$ cat config.mk
export PLATFORM = sky130hd
export DESIGN_NAME = program_loader
export DESIGN_NICKNAME = d
export VERILOG_FILES = /design/src/rtl/program_loader_pkg.sv /design/src/rtl/program_loader_byte_to_word_packer.sv /design/src/rtl/program_loader.sv
export SDC_FILE = /design/constraint.sdc
export NUM_CORES = 1
export LEC_CHECK = 0
export ABC_AREA = 1
export BUFFER_PORTS_ARGS = -buffer_cell sky130_fd_sc_hd__buf_2
export CORE_ASPECT_RATIO = 0.5
export CORE_MARGIN = 2
export CORE_UTILIZATION = 56
export DETAILED_ROUTE_END_ITERATION = 7
export MAX_ROUTING_LAYER = met4
export PLACE_DENSITY_LB_ADDON = 0.3
export SYNTH_ARGS = -nofsm -noshare
export SYNTH_HDL_FRONTEND = slang
export SYNTH_SLANG_ARGS = --single-unit
export TNS_END_PERCENT = 100
$ cat constraint.sdc
create_clock -name clk -period 5.2 [get_ports clk]
set_input_delay 1.04 -clock clk [delete_from_list [all_inputs] [get_ports clk]]
set_output_delay 1.04 -clock clk [all_outputs]
set_load 0.03 [all_outputs]
$ cat src/rtl/program_loader_pkg.sv
// Shared definitions for the program loader.
//   loader_state_e        : loader FSM states
//   LOADER_BYTES_PER_WORD : bytes assembled into one program word
package program_loader_pkg;

  typedef enum logic [2:0] {
    HDR   = 3'd0,
    LOAD  = 3'd1,
    WRITE = 3'd2,
    CSUM  = 3'd3,
    DONE  = 3'd4,
    ERROR = 3'd5
  } loader_state_e;

  localparam int LOADER_BYTES_PER_WORD = 4;

endpackage

$ cat src/rtl/program_loader_byte_to_word_packer.sv
// Assembles accepted bytes into little-endian 32-bit words.
// Ports:
//   clk, rst    : clock, asynchronous active-high reset
//   clear       : synchronous clear of byte counter and assembly register
//   byte_valid  : a byte is being accepted this cycle
//   byte_data   : the byte being accepted
//   word_valid  : this cycle's byte completes a word
//   word        : completed word (valid with word_valid); first byte in [7:0]
module program_loader_byte_to_word_packer
  import program_loader_pkg::*;
(
  input  logic        clk,
  input  logic        rst,
  input  logic        clear,
  input  logic        byte_valid,
  input  logic [7:0]  byte_data,
  output logic        word_valid,
  output logic [31:0] word
);

  logic [1:0]  byte_count;
  // Holds the three earlier bytes of the word; the fourth byte is taken
  // straight from byte_data so the word is available in the same cycle.
  logic [23:0] shift_q;

  always_ff @(posedge clk or posedge rst) begin
    if (rst) begin
      byte_count <= 2'd0;
      shift_q    <= 24'd0;
    end else if (clear) begin
      byte_count <= 2'd0;
      shift_q    <= 24'd0;
    end else if (byte_valid) begin
      byte_count <= byte_count + 2'd1;
      shift_q    <= {byte_data, shift_q[23:8]};
    end
  end

  assign word_valid = byte_valid && (byte_count == 2'(LOADER_BYTES_PER_WORD - 1));
  assign word       = {byte_data, shift_q};

endmodule

$ cat src/rtl/program_loader.sv
// Byte-stream boot loader feeding the cpu program memory write port.
// Frame: 4-byte LE word count N, then N LE words (then a 4-byte LE sum of
// the words when PROG_LOADER_CHECKSUM_EN is defined). The cpu is held in
// reset until the image is complete.
// Ports:
//   clk, reset         : clock, asynchronous active-high reset
//   rx_valid/rx_data   : input byte stream
//   rx_ready           : byte accepted on rx_valid & rx_ready
//   start              : re-arms the loader from DONE/ERROR
//   mem_write_enable   : one-cycle write strobe (WRITE state)
//   mem_byte_address   : BASE_ADDR + 4*words_loaded, held between writes
//   mem_write_data     : assembled word, held between writes
//   cpu_reset_n        : 1 only while DONE (one cycle after entry)
//   load_done/error    : image accepted / rejected
//   words_loaded       : words written so far
//   fsm_state          : current FSM state (debug)
// Handshake: a byte transfers on any rising edge where rx_valid and
// rx_ready are both 1; when rx_ready is 0 the sender holds the byte.
// Optional feature macro: PROG_LOADER_CHECKSUM_EN
module program_loader
  import program_loader_pkg::*;
#(
  parameter int          MEM_WORDS = 1024,
  parameter logic [31:0] BASE_ADDR = 32'h0000_0000
) (
  input  logic                       clk,
  input  logic                       reset,
  input  logic                       rx_valid,
  input  logic [7:0]                 rx_data,
  output logic                       rx_ready,
  input  logic                       start,
  output logic                       mem_write_enable,
  output logic [31:0]                mem_byte_address,
  output logic [31:0]                mem_write_data,
  output logic                       cpu_reset_n,
  output logic                       load_done,
  output logic                       load_error,
  output logic [$clog2(MEM_WORDS):0] words_loaded,
  output loader_state_e              fsm_state
);

  localparam int CW = $clog2(MEM_WORDS) + 1;

  loader_state_e state, state_next;
  logic          accept;
  logic          rearm;
  logic          word_valid;
  logic [31:0]   word;
  logic [31:0]   word_count;
`ifdef PROG_LOADER_CHECKSUM_EN
  logic [31:0]   sum;
`endif

  assign fsm_state = state;
  assign rx_ready  = (state == HDR) || (state == LOAD) || (state == CSUM);
  assign accept    = rx_valid && rx_ready;
  assign rearm     = start && ((state == DONE) || (state == ERROR));

  program_loader_byte_to_word_packer u_packer (
    .clk        (clk),
    .rst        (reset),
    .clear      (rearm),
    .byte_valid (accept),
    .byte_data  (rx_data),
    .word_valid (word_valid),
    .word       (word)
  );

  always_ff @(posedge clk or posedge reset) begin
    if (reset) state <= HDR;
    else       state <= state_next;
  end

  always_comb begin
    state_next = state;
    case (state)
      HDR: begin
        if (word_valid) begin
          if (word == 32'd0) begin
`ifdef PROG_LOADER_CHECKSUM_EN
            state_next = CSUM;
`else
            state_next = DONE;
`endif
          end else if (word > 32'(MEM_WORDS)) begin
            state_next = ERROR;
          end else begin
            state_next = LOAD;
          end
        end
      end
      LOAD: begin
        if (word_valid) state_next = WRITE;
      end
      WRITE: begin
        // words_loaded still holds the pre-increment count in this cycle.
        if ((32'(words_loaded) + 32'd1) < word_count) begin
          state_next = LOAD;
        end else begin
`ifdef PROG_LOADER_CHECKSUM_EN
          state_next = CSUM;
`else
          state_next = DONE;
`endif
        end
      end
      CSUM: begin
`ifdef PROG_LOADER_CHECKSUM_EN
        if (word_valid) state_next = (word == sum) ? DONE : ERROR;
`else
        state_next = ERROR;
`endif
      end
      DONE, ERROR: begin
        if (start) state_next = HDR;
      end
      default: state_next = HDR;
    endcase
  end

  always_ff @(posedge clk or posedge reset) begin
    if (reset) begin
      word_count       <= 32'd0;
      words_loaded     <= '0;
      mem_write_enable <= 1'b0;
      mem_byte_address <= 32'd0;
      mem_write_data   <= 32'd0;
      load_done        <= 1'b0;
      load_error       <= 1'b0;
      cpu_reset_n      <= 1'b0;
`ifdef PROG_LOADER_CHECKSUM_EN
      sum              <= 32'd0;
`endif
    end else begin
      // Status flags follow the state one cycle late; a start pulse drops
      // them on the same edge that leaves DONE/ERROR.
      load_done        <= (state == DONE) && !start;
      load_error       <= (state == ERROR) && !start;
      cpu_reset_n      <= (state == DONE) && !start;
      mem_write_enable <= (state_next == WRITE);

      if (state == HDR && word_valid) word_count <= word;

      if (state == LOAD && word_valid) begin
        mem_write_data   <= word;
        mem_byte_address <= BASE_ADDR + (32'(words_loaded) << 2);
`ifdef PROG_LOADER_CHECKSUM_EN
        sum              <= sum + word;
`endif
      end

      if (state == WRITE) words_loaded <= words_loaded + CW'(1);

      if (rearm) begin
        words_loaded <= '0;
        word_count   <= 32'd0;
`ifdef PROG_LOADER_CHECKSUM_EN
        sum          <= 32'd0;
`endif
      end
    end
  end

endmodule

==> flow_metrics.env <==
export IMPL_min_to="mem_write_data[16]$_DFFE_PP0P_"
export IMPL_synth_most_common_cell="nand2_1"
export IMPL_postCtsResizedCells=0
export IMPL_grt_usage=0.253
export IMPL_hold_start="mem_write_data[16]$_DFFE_PP0P_"
export IMPL_drt_total_wl_um=12000
export IMPL_wl_per_cell_um=14.5
export IMPL_maxCapViolCount=0
export IMPL_total_leakage_power_uw=0.00333
export IMPL_cts_tree="built"
export IMPL_synth_cell_types=32
export IMPL_arrival_ns=2.87
export IMPL_netlist_top_cells_count="nand2_1 (200), dfrtp_1 (118), o21ai_0 (73), inv_1 (48), nor2_1 (39)"
export IMPL_cts_clk_slew_worst_paths_ns=0.06
export IMPL_r2r_start="words_loaded[0]$_DFFE_PP0P_"
export IMPL_synthTopCellsByArea="dfrtp_1 (55%), nand2_1 (14%), o21ai_0 (6.8%)"
export IMPL_rows=25
export IMPL_drtPass1Iterations=5
export IMPL_grt_max_degree=62
export IMPL_slew_viol_final=0
export IMPL_area_delta_synth_final_pct=17.7
export IMPL_drc=0
export IMPL_dieWidth_um=143
export IMPL_ff_latch_area_um2=2950
export IMPL_initial_core_util=0.574
export IMPL_max_clock_path_buffers=2
export IMPL_synth_edf_count=0
export IMPL_place_gp_congestion=0.851
export IMPL_critPathKind="register to register"
export IMPL_diodes=0
export IMPL_postCtsHoldBufs=0
export IMPL_cp_max_fo=5
export IMPL_cts_root_buf="clkbuf_16"
export IMPL_report_final_setup_viol=0
export IMPL_clkSinkCount=118
export IMPL_post_synth_cell_area_avg_um2=8.66
export IMPL_dieArea_um2=10500
export IMPL_slowest_stage="dfrtp_1"
export IMPL_holdPathStages=2
export IMPL_finalHoldViolCount=0
export IMPL_vdd_drop_max_v=0.000301
export IMPL_dr_first_iter_drc_count=319
export IMPL_synthesis_area_um2=5390
export IMPL_outcome="finished clean"
export IMPL_fin_area_um2=6340
export IMPL_clock_latency_ns=0.42
export IMPL_cts_setup_buffers=0
export IMPL_die_h_um=73.3
export IMPL_relSlewSlack=0.494
export IMPL_tightest_slew_ns=0.757
export IMPL_r2r_cells=15
export IMPL_critPathLaunchType="register"
export IMPL_ys_seq_area_frac=0.548
export IMPL_drive_above_1_share=0.178
export IMPL_power_density_nw_per_um2=701
export IMPL_required_ns=5.50
export IMPL_via_count=4267
export IMPL_syn_inst=622
export IMPL_cts_inserted_buffers=17
export IMPL_hp_class="register to register"
export IMPL_synth_top_area_share=0.548
export IMPL_fill_cells=763
export IMPL_synth_async_reset_ratio=1.00
export IMPL_overflow=0
export IMPL_coreArea_um2=9380
export IMPL_vias_per_cell=5.15
export IMPL_h_tree_depth=4
export IMPL_fin_skew_ns=0.00957
export IMPL_fin_crit_sh=0.493
export IMPL_critPathMostFrequentCell="nand2_1"
export IMPL_synth_warnings=0
export IMPL_design_portCount=95
export IMPL_grt_pass1_vias=4046
export IMPL_ys_seq_elements=118
export IMPL_fmax_ghz=0.390
export IMPL_ys_flop_type="dfrtp_1"
export IMPL_yosys_area_top_type="dfrtp_1"
export IMPL_io_buffers=73
export IMPL_place_area_um2=5720
export IMPL_worstReg2RegEnd="fsm_state[0]$_DFF_PP0_"
export IMPL_fin_nets=719
export IMPL_crit_path_end_kind="register"
export IMPL_grt_first_pass_wirelength_um=19400
export IMPL_dp_hpwl_um=7740
export IMPL_fin_crit_ns=2.56
export IMPL_multi_input_area_um2=2030
export IMPL_crit_path_cell_trace="ha_1 > nand3_1 > nor3_1 > nand3_1 > nor2_1 > nand2_1 > and2_1 > ha_1 > nand2_1 > o21ai_0 > nand3_1 > nand2_1 > nand2_1 > nand2_1 > nand2_1"
export IMPL_drt_antenna_violating_nets=0
export IMPL_rsz0062_at_grt="no"
export IMPL_slowest_delay_ns=0.42
export IMPL_antenna_found_initial=0
export IMPL_fin_setup_tns_ns=0
export IMPL_r2r_setup_slack_ns=2.64
-- cell usage in the layout (no fill, tap or decap), types with 2 or more instances in the layout --
cell type and n:
nor2_1 39, and2_1 2, bufinv_16 3, nand4_1 5, inv_1 47, o21ai_2 5
clkinvlp_4 4, o21ai_0 73, dfrtp_1 118, nand2_1 199, clkbuf_16 17, xor2_1 7
conb_1 21, nor4_1 4, buf_4 4, ha_1 13, nand2_4 2, nand3_1 22
inv_2 2, a21oi_1 7, nand2_2 3, o21ai_1 11, clkinv_4 5, nor3_1 6
nor2_4 3, buf_2 73, o22ai_1 3
-- metrics by stage --
step / power [µW] / hold WS (ns) / worst slack (ns) / instances / util
5_1_grt: 4740 / 0.502 / 2.39 / 828 / 0.675
3_3_place_gp: 3160 / 0.458 / 2.52 / 796 / 0.610
2_1_floorplan: 2800 / 0.452 / 1.03 / 642 / -
3_5_place_dp: 3220 / 0.460 / 2.45 / 796 / 0.610
6_report: 4450 / 0.474 / 2.64 / 828 / 0.675
4_1_cts: 4460 / 0.475 / 2.64 / 828 / 0.675
-- cells by family (layout without fill, tap and decap cells) --
kind of cell | count (synthesis) | after routing | share of synthesized area
buf+inv | 95 | 160 | 0.0894
other cells | 1 | 21 | 0.000696
simple gates | 286 | 286 | 0.219
xor+xnor | 7 | 7 | 0.0114
fa+ha+maj | 13 | 13 | 0.0302
compound gates | 102 | 102 | 0.101
flops | 118 | 118 | 0.548
-- worst max path at each step --
stage                                            from                    endpoint  slack [ns]  cells after the start
final                     words_loaded[0]$_DFFE_PP0P_      fsm_state[0]$_DFF_PP0_        2.64                     15
after global routing      words_loaded[0]$_DFFE_PP0P_      fsm_state[0]$_DFF_PP0_        2.39                     15
after CTS                 words_loaded[0]$_DFFE_PP0P_      fsm_state[0]$_DFF_PP0_        2.64                     15
after detailed placement                        start  word_count[21]$_DFFE_PP0P_        2.45                      5
after global placement                          start  word_count[30]$_DFFE_PP0P_        2.52                      5
after floorplan                                 reset      fsm_state[0]$_DFF_PP0_        1.03                      1
-- power breakdown --
| group | internal (µW) | switching [µW] |
|---|---|---|
| clock network | 769 | 441 |
| logic | 501 | 1160 |
| registers | 1290 | 284 |
-- final cells by class --
cell class	count	area share
clock buffer	18	0.0693
clock inverter	14	0.0280
inverter	51	0.0306
multi-input combinational	429	0.320
sequential	118	0.466
tap	121	0.0239
timing repair buffer	77	0.0624
-- per-layer routing --
| metal | global-route usage | routed length, µm |
|---|---|---|
| met1 | 0.327 | 5600 |
| met2 | 0.399 | 5550 |
| met3 | 0.0535 | 667 |
| met4 | 0.0968 | 155 |
| met5 | - | 0 |
-- registers in the layout (all words and copies together) (netlist names) --
register / count
mem_write_enable: 1
mem_write_data: 32
fsm_state: 3
load_error: 1
words_loaded: 11
u_packer.shift_q: 24
word_count: 32
mem_byte_address: 11
u_packer.byte_count: 2
load_done: 1
-- critical path: cells and delay by family, from the launching register on --
| family | cells | cell delay [ns] |
|---|---|---|
| compound gates | 1 | 0.19 |
| fa+ha+maj | 2 | 0.50 |
| flops | 1 | 0.42 |
| simple gates | 12 | 1.35 |
No activity file was read; power rests on OpenSTA's default activity.
